File: config.mk
export PLATFORM = sky130hd
export DESIGN_NAME = sys_alu_ctrl_flat
export DESIGN_NICKNAME = d
export VERILOG_FILES = /design/src/rtl/sys_ctrl_pkg.sv /design/src/rtl/sys_alu_ctrl_if.sv /design/src/rtl/sys_alu_tx_ser.sv /design/src/rtl/sys_alu_ctrl.sv /design/src/flat_wrapper.sv
export SDC_FILE = /design/constraint.sdc
export NUM_CORES = 1
export LEC_CHECK = 0
export CAP_MARGIN = 30
export CORE_AREA = 2 2 66 68
export DETAILED_ROUTE_END_ITERATION = 12
export DIE_AREA = 0 0 68 70
export PLACE_DENSITY = 0.89
export SYNTH_ARGS = -nofsm -noshare
export SYNTH_HDL_FRONTEND = slang
export SYNTH_SLANG_ARGS = --single-unit
File: constraint.sdc
create_clock -name CLK -period 3.9 [get_ports CLK]
set_input_delay 0.39 -clock CLK [delete_from_list [all_inputs] [get_ports CLK]]
set_output_delay 0.39 -clock CLK [all_outputs]
set_load 0.03 [all_outputs]
File: src/rtl/sys_ctrl_pkg.sv
// rtl/sys_ctrl_pkg.sv - shared command opcodes, controller states and ALU function codes
package sys_ctrl_pkg;

  localparam logic [7:0] CMD_ALU_OP     = 8'hCC;
  localparam logic [7:0] CMD_ALU_NOP_OP = 8'hDD;

  localparam logic [3:0] ALU_FUN_ADD = 4'h0;
  localparam logic [3:0] ALU_FUN_SUB = 4'h1;
  localparam logic [3:0] ALU_FUN_MUL = 4'h2;
  localparam logic [3:0] ALU_FUN_DIV = 4'h3;
  localparam logic [3:0] ALU_FUN_AND = 4'h4;
  localparam logic [3:0] ALU_FUN_OR  = 4'h5;
  localparam logic [3:0] ALU_FUN_XOR = 4'h6;

  typedef enum logic [2:0] {
    IDLE,
    GET_A,
    GET_B,
    GET_FUN,
    WAIT_RES,
    TX_LO,
    TX_HI
  } ctrl_state_t;

endpackage

File: src/rtl/sys_alu_ctrl_if.sv
// rtl/sys_alu_ctrl_if.sv - receive, ALU and transmit signals between the controller and its peers
interface sys_alu_ctrl_if #(
  parameter int DATA_WIDTH   = 8,
  parameter int RESULT_WIDTH = 16
);

  logic [DATA_WIDTH-1:0]   RX_DATA;
  logic                    RX_VALID;
  logic [DATA_WIDTH-1:0]   ALU_A;
  logic [DATA_WIDTH-1:0]   ALU_B;
  logic [3:0]              ALU_FUN;
  logic                    ALU_EN;
  logic [RESULT_WIDTH-1:0] ALU_OUT;
  logic                    ALU_VALID;
  logic [DATA_WIDTH-1:0]   TX_DATA;
  logic                    TX_VALID;
  logic                    TX_READY;
  logic                    BUSY;
  logic                    ERR;

  modport master (
    input  RX_DATA, RX_VALID, ALU_OUT, ALU_VALID, TX_READY,
    output ALU_A, ALU_B, ALU_FUN, ALU_EN, TX_DATA, TX_VALID, BUSY, ERR
  );

  modport slave (
    output RX_DATA, RX_VALID, ALU_OUT, ALU_VALID, TX_READY,
    input  ALU_A, ALU_B, ALU_FUN, ALU_EN, TX_DATA, TX_VALID, BUSY, ERR
  );

endinterface

File: src/rtl/sys_alu_tx_ser.sv
// rtl/sys_alu_tx_ser.sv - loads one result word and streams it out low byte first
module sys_alu_tx_ser #(
  parameter int DATA_WIDTH = 8,
  parameter int WORD_WIDTH = 16
) (
  input  logic                  clk,
  input  logic                  rst,
  input  logic [WORD_WIDTH-1:0] word_tdata,
  input  logic                  word_tvalid,
  output logic [DATA_WIDTH-1:0] byte_tdata,
  output logic                  byte_tvalid,
  input  logic                  byte_tready
);

  logic [WORD_WIDTH-1:0] word_q;
  logic                  valid_q;
  logic                  hi_q;

  always_ff @(posedge clk) begin
    if (rst) begin
      word_q  <= '0;
      valid_q <= 1'b0;
      hi_q    <= 1'b0;
    end else if (word_tvalid) begin
      word_q  <= word_tdata;
      valid_q <= 1'b1;
      hi_q    <= 1'b0;
    end else if (valid_q && byte_tready) begin
      if (hi_q) begin
        valid_q <= 1'b0;
        hi_q    <= 1'b0;
      end else begin
        hi_q <= 1'b1;
      end
    end
  end

  // Output bus idles at zero so nothing stale is visible between words.
  always_comb begin
    byte_tdata = '0;
    if (valid_q) begin
      byte_tdata = hi_q ? word_q[WORD_WIDTH-1 -: DATA_WIDTH] : word_q[DATA_WIDTH-1:0];
    end
  end

  assign byte_tvalid = valid_q;

endmodule

File: src/rtl/sys_alu_ctrl.sv
// rtl/sys_alu_ctrl.sv - parses command frames, drives the ALU and returns its result as two bytes
module sys_alu_ctrl
  import sys_ctrl_pkg::*;
#(
  parameter int DATA_WIDTH   = 8,
  parameter int RESULT_WIDTH = 16,
  parameter int TIMEOUT      = 15
) (
  input  logic           CLK,
  input  logic           RST,
  sys_alu_ctrl_if.master bus
);

  localparam int CNT_W = $clog2(TIMEOUT + 1);
  localparam logic [CNT_W-1:0] CNT_MAX = CNT_W'(TIMEOUT);

  ctrl_state_t           state_q, state_d;
  logic [DATA_WIDTH-1:0] alu_a_q, alu_b_q;
  logic [3:0]            alu_fun_q;
  logic [CNT_W-1:0]      cnt_q;
  logic                  res_load;
  logic                  timeout_hit;

  always_ff @(posedge CLK) begin
    if (RST) begin
      state_q   <= IDLE;
      alu_a_q   <= '0;
      alu_b_q   <= '0;
      alu_fun_q <= '0;
      cnt_q     <= '0;
    end else begin
      state_q <= state_d;
      if (state_q == GET_A && bus.RX_VALID) alu_a_q <= bus.RX_DATA;
      if (state_q == GET_B && bus.RX_VALID) alu_b_q <= bus.RX_DATA;
      if (state_q == GET_FUN && bus.RX_VALID) alu_fun_q <= bus.RX_DATA[3:0];
      // Held at zero outside WAIT_RES, so every entry starts counting from zero.
      if (state_q != WAIT_RES) begin
        cnt_q <= '0;
      end else if (cnt_q != CNT_MAX) begin
        cnt_q <= cnt_q + CNT_W'(1);
      end
    end
  end

  always_comb begin
    state_d     = state_q;
    res_load    = 1'b0;
    timeout_hit = 1'b0;
    case (state_q)
      IDLE: begin
        if (bus.RX_VALID) begin
          if (bus.RX_DATA == DATA_WIDTH'(CMD_ALU_OP)) begin
            state_d = GET_A;
          end else if (bus.RX_DATA == DATA_WIDTH'(CMD_ALU_NOP_OP)) begin
            state_d = GET_FUN;
          end
        end
      end
      GET_A:   if (bus.RX_VALID) state_d = GET_B;
      GET_B:   if (bus.RX_VALID) state_d = GET_FUN;
      GET_FUN: if (bus.RX_VALID) state_d = WAIT_RES;
      WAIT_RES: begin
        // A result arriving on the last allowed cycle still wins over the timeout.
        if (bus.ALU_VALID) begin
          res_load = 1'b1;
          state_d  = TX_LO;
        end else if (cnt_q == CNT_MAX) begin
          timeout_hit = 1'b1;
          state_d     = IDLE;
        end
      end
      TX_LO:   if (bus.TX_READY) state_d = TX_HI;
      TX_HI:   if (bus.TX_READY) state_d = IDLE;
      default: state_d = IDLE;
    endcase
  end

  sys_alu_tx_ser #(
    .DATA_WIDTH (DATA_WIDTH),
    .WORD_WIDTH (RESULT_WIDTH)
  ) u_tx_ser (
    .clk         (CLK),
    .rst         (RST),
    .word_tdata  (bus.ALU_OUT),
    .word_tvalid (res_load),
    .byte_tdata  (bus.TX_DATA),
    .byte_tvalid (bus.TX_VALID),
    .byte_tready (bus.TX_READY)
  );

  assign bus.ALU_A   = alu_a_q;
  assign bus.ALU_B   = alu_b_q;
  assign bus.ALU_FUN = alu_fun_q;
  assign bus.ALU_EN  = (state_q == WAIT_RES);
  assign bus.BUSY    = (state_q != IDLE);
  assign bus.ERR     = timeout_hit;

endmodule

File: src/flat_wrapper.sv
// flat-port wrapper written by rule: the top's interface ports become plain ports
module sys_alu_ctrl_flat import sys_ctrl_pkg::*;
#(
  parameter int DATA_WIDTH   = 8,
  parameter int RESULT_WIDTH = 16,
  parameter int TIMEOUT      = 15
)
  (CLK, RST, bus_RX_DATA, bus_RX_VALID, bus_ALU_OUT, bus_ALU_VALID, bus_TX_READY, bus_ALU_A, bus_ALU_B, bus_ALU_FUN, bus_ALU_EN, bus_TX_DATA, bus_TX_VALID, bus_BUSY, bus_ERR);
  sys_alu_ctrl_if #(.DATA_WIDTH(DATA_WIDTH), .RESULT_WIDTH(RESULT_WIDTH)) bus_i ();
  input  logic CLK;
  input  logic RST;
  input wire logic [$bits(bus_i.RX_DATA)-1:0] bus_RX_DATA;
  input wire logic [$bits(bus_i.RX_VALID)-1:0] bus_RX_VALID;
  input wire logic [$bits(bus_i.ALU_OUT)-1:0] bus_ALU_OUT;
  input wire logic [$bits(bus_i.ALU_VALID)-1:0] bus_ALU_VALID;
  input wire logic [$bits(bus_i.TX_READY)-1:0] bus_TX_READY;
  output wire logic [$bits(bus_i.ALU_A)-1:0] bus_ALU_A;
  output wire logic [$bits(bus_i.ALU_B)-1:0] bus_ALU_B;
  output wire logic [$bits(bus_i.ALU_FUN)-1:0] bus_ALU_FUN;
  output wire logic [$bits(bus_i.ALU_EN)-1:0] bus_ALU_EN;
  output wire logic [$bits(bus_i.TX_DATA)-1:0] bus_TX_DATA;
  output wire logic [$bits(bus_i.TX_VALID)-1:0] bus_TX_VALID;
  output wire logic [$bits(bus_i.BUSY)-1:0] bus_BUSY;
  output wire logic [$bits(bus_i.ERR)-1:0] bus_ERR;
  assign bus_i.RX_DATA = bus_RX_DATA;
  assign bus_i.RX_VALID = bus_RX_VALID;
  assign bus_i.ALU_OUT = bus_ALU_OUT;
  assign bus_i.ALU_VALID = bus_ALU_VALID;
  assign bus_i.TX_READY = bus_TX_READY;
  assign bus_ALU_A = bus_i.ALU_A;
  assign bus_ALU_B = bus_i.ALU_B;
  assign bus_ALU_FUN = bus_i.ALU_FUN;
  assign bus_ALU_EN = bus_i.ALU_EN;
  assign bus_TX_DATA = bus_i.TX_DATA;
  assign bus_TX_VALID = bus_i.TX_VALID;
  assign bus_BUSY = bus_i.BUSY;
  assign bus_ERR = bus_i.ERR;
  sys_alu_ctrl #(.DATA_WIDTH(DATA_WIDTH), .RESULT_WIDTH(RESULT_WIDTH), .TIMEOUT(TIMEOUT)) u_core (.CLK(CLK), .RST(RST), .bus(bus_i));
endmodule
==> impl_metrics.py <==
metrics = {
    "logic_synthesis": {
        "synth_cell_types": 32,
        "syn_nets": 262,
        "syn_avg_cell_area_um2": 8.327,
        "synth_edf_count": 0,
        "ys_ff_latch": 45,
        "syn_inst": 232,
        "synth_warnings": 0,
        "postSynth.asyncResetShare_pct": 0,
        "syn-cell-area_um2": 1932,
        "yosysSeqAreaShare_pct": 46.63,
        "synthFlopType": "dfxtp_1",
    },
    "power": {
        "ir_drop_uv": 302.3,
        "finalPower_mw": 1.011,
        "p_per_area_nw_per_um2": 385.0,
        "p_leak_nw": 0.9401,
    },
    "sta": {
        "tightest_slew_ps": 681.9,
        "setup-tns-final_ps": 0,
        "finalMaxSlewViolations": 0,
        "hold_viol": 0,
        "fin_crit_ps": 2475,
        "post-route-period-util_pct": 63.46,
        "rsz0062_at_grt": "false",
        "relSlewSlack_pct": 54.40,
        "setup_viol": 0,
        "max_freq_mhz": 404.0,
        "finalClockSkew_ps": 2.459,
    },
    "clock_network": {
        "cts_buffer_depth": 2,
        "clock_latency_ps": 290,
        "postCtsHoldBufs": 0,
        "root_buffer": "clkbuf_8",
        "cts.sinks": 45,
        "cts_resized": 0,
        "htreeDepth": 2,
        "cts_buffers": 5,
        "post_cts_buffers": 0,
        "cts_tree": "built",
        "clk_transition_reported_paths_ps": 80,
    },
    "grt": {
        "grt_max_degree": 25,
        "grt_use_total_pct": 18.46,
        "grt_pass1_wl_um": 6727,
        "grt_pass1_vias": 1542,
        "grt_remaining_overflow": 0,
        "antenna_found_initial": 0,
    },
    "critical_path": {
        "max_stage_delay_ps": 700,
        "start_kind": "flip-flop",
        "crit_fanout": 9,
        "endpoint_kind": "primary output",
        "r2r-end": "u_core.state_q[2]",
        "worst_path_max_delay_cell": "clkdlybuf4s50_1",
        "r2r_start": "u_core.state_q[2]",
        "path_class": "flip-flop to primary output",
        "reg2reg_setup_slack_ps": 2220,
        "crit_path_end": "bus_ERR",
        "crit_arrival_ps": 2090,
        "worstSetupStartpoint": "u_core.state_q[2]",
        "cp_data_required_time_ps": 3510,
        "reg2regPathDepth": 4,
        "crit_chain": "or3b_4 -> nor3_1 -> clkdlybuf4s50_1",
    },
    "finish": {
        "fillers": 357,
        "diodes": 0,
        "fin_area_um2": 2625,
        "multiInputGateArea_um2": 953.4,
        "seq_area_um2": 900.9,
        "final_nets": 315,
        "area_growth_pct": 35.88,
        "drive_above_1_share_pct": 3.509,
    },
    "place": {
        "detailed_place.area_um2": 2539,
        "gp_congestion": 0.7393,
        "place.port_buffers": 60,
        "dpl.hpwl_um": 3042,
    },
    "die": {
        "start_util_pct": 46.62,
        "dieArea_um2": 4760,
        "ioPinCount": 61,
        "die_h_um": 70,
        "fp.coreArea_um2": 4144,
        "dieWidth_um": 68,
        "row_count": 24,
    },
    "run_status": {
        "status": "completed",
    },
    "min_path": {
        "hold_depth": 2,
        "hold_path.class": "flip-flop to flip-flop",
    },
    "run": {
        "cap_violations": 0,
    },
    "routing": {
        "num_vias": 1702,
        "wire_per_inst_um": 12.53,
        "drc": 0,
        "drt_wl_total_um": 4222,
        "vias_per_cell": 5.050,
        "final_antenna_net_count": 0,
        "first_pass_iters": 4,
        "detail_route.iter0.violations": 84,
    },
}
flip-flops by register name, summed over array words and instances (netlist names):
| name | cells |
|---|---|
| u_core.bus.ALU_B | 8 |
| u_core.u_tx_ser.hi_q | 1 |
| u_core.state_q | 3 |
| u_core.bus.ALU_A | 8 |
| u_core.u_tx_ser.word_q | 16 |
| u_core.bus.ALU_FUN | 4 |
| u_core.cnt_q | 4 |
| u_core.u_tx_ser.byte_tvalid | 1 |
cell usage in the layout (no fill, tap or decap), types with 2 or more instances in the layout:
| master | Yosys | final |
|---|---|---|
| mux2i_1 | 23 | 23 |
| nor3_1 | 3 | 3 |
| xnor2_1 | 2 | 2 |
| dfxtp_1 | 45 | 45 |
| a21oi_1 | 26 | 26 |
| xor2_1 | 2 | 2 |
| nand2_1 | 53 | 53 |
| nand2b_1 | 2 | 2 |
| clkbuf_8 | 0 | 6 |
| clkdlybuf4s50_1 | 0 | 60 |
| nor2b_1 | 12 | 12 |
| nand3_1 | 5 | 5 |
| nor2_1 | 21 | 21 |
| o21ai_0 | 2 | 2 |
| a31oi_1 | 3 | 3 |
| inv_1 | 3 | 3 |
kinds of logic (layout without fill, tap and decap cells):
group | after synthesis | after routing | share of synthesized area [%]
and+or+nand+nor | 106 | 106 | 25.00
AOI/OAI and AO/OA | 35 | 35 | 9.974
xor gates and xnor gates | 4 | 4 | 1.814
DFF | 45 | 45 | 46.63
adders and majority gates | 1 | 1 | 0.6476
buffers and inverters | 18 | 71 | 4.015
muxes | 23 | 23 | 11.92
worst min-delay path by stage:
stage | to | start
detailed placement | u_core.bus.ALU_B[1] | u_core.bus.ALU_B[1]
global route | u_core.bus.ALU_B[1] | u_core.bus.ALU_B[1]
CTS | u_core.bus.ALU_B[1] | u_core.bus.ALU_B[1]
finish | u_core.bus.ALU_B[0] | u_core.bus.ALU_B[0]
global placement | u_core.u_tx_ser.word_q[10] | u_core.u_tx_ser.word_q[10]
floorplan | u_core.u_tx_ser.word_q[0] | u_core.u_tx_ser.word_q[0]
cell type report:
class,instances,share of cell area [%]
flip-flops and latches,45,34.32
repair buffers,61,23.16
well taps,52,2.479
multi-input cells,169,36.32
inverters,3,0.4290
clock buffers,7,3.289
per-layer routing:
layer | wire length, um | part of all wire (%) | GRT usage, % | vias to the layer above
met2 | 2016 | 48 | 31.07 | 59
met4 | 79 | 1.9 | 7.111 | 0
li1 | - | - | - | 872
met1 | 1809 | 43 | 21.47 | 762
met3 | 317 | 7.5 | 5.475 | 9
met5 | 0 | 0 | 0 | -
metrics by stage:
| stage | hold slack [ps] | cells | worst slack (ps) | utilization, % |
|---|---|---|---|---|
| final | 455.9 | 337 | 1425 | 63.35 |
| after global routing | 470.0 | 337 | 1295 | 63.35 |
| after CTS | 457.6 | 337 | 1368 | 63.35 |
| after detailed placement | 447.0 | 330 | 1684 | 61.26 |
| after global placement | 441.2 | 330 | 1686 | 61.26 |
| after floorplan | 435.7 | 232 | 2013 | - |
worst max-delay path, delay by kind of cell, from the launching register on:
kind                   cells  cell delay, ps
flip-flops                 1             460
buffers and inverters      1             700
AND/OR/NAND/NOR            2             630
power by group:
group          internal, mW  switching [mW]  total (mW)  leakage (nW)
clock                 0.141           0.144       0.285        0.0443
sequential            0.482          0.0261       0.508         0.363
combinational         0.103           0.115       0.218         0.533
synth_stat cells (all sizes together), types with 3 or more instances:
| library cell | number | share of area (%) |
|---|---|---|
| nor2 | 21 | 4.1 |
| a21oi | 26 | 6.7 |
| dfxtp | 45 | 47 |
| nand3 | 5 | 1.3 |
| nor3 | 3 | 0.78 |
| a31oi | 3 | 0.97 |
| nand2 | 53 | 10 |
| buf | 6 | 1.7 |
| clkbuf | 9 | 1.7 |
| mux2i | 23 | 12 |
| inv | 3 | 0.58 |
| nor2b | 12 | 3.9 |
Note: power is estimated with default switching activity, not from simulation.
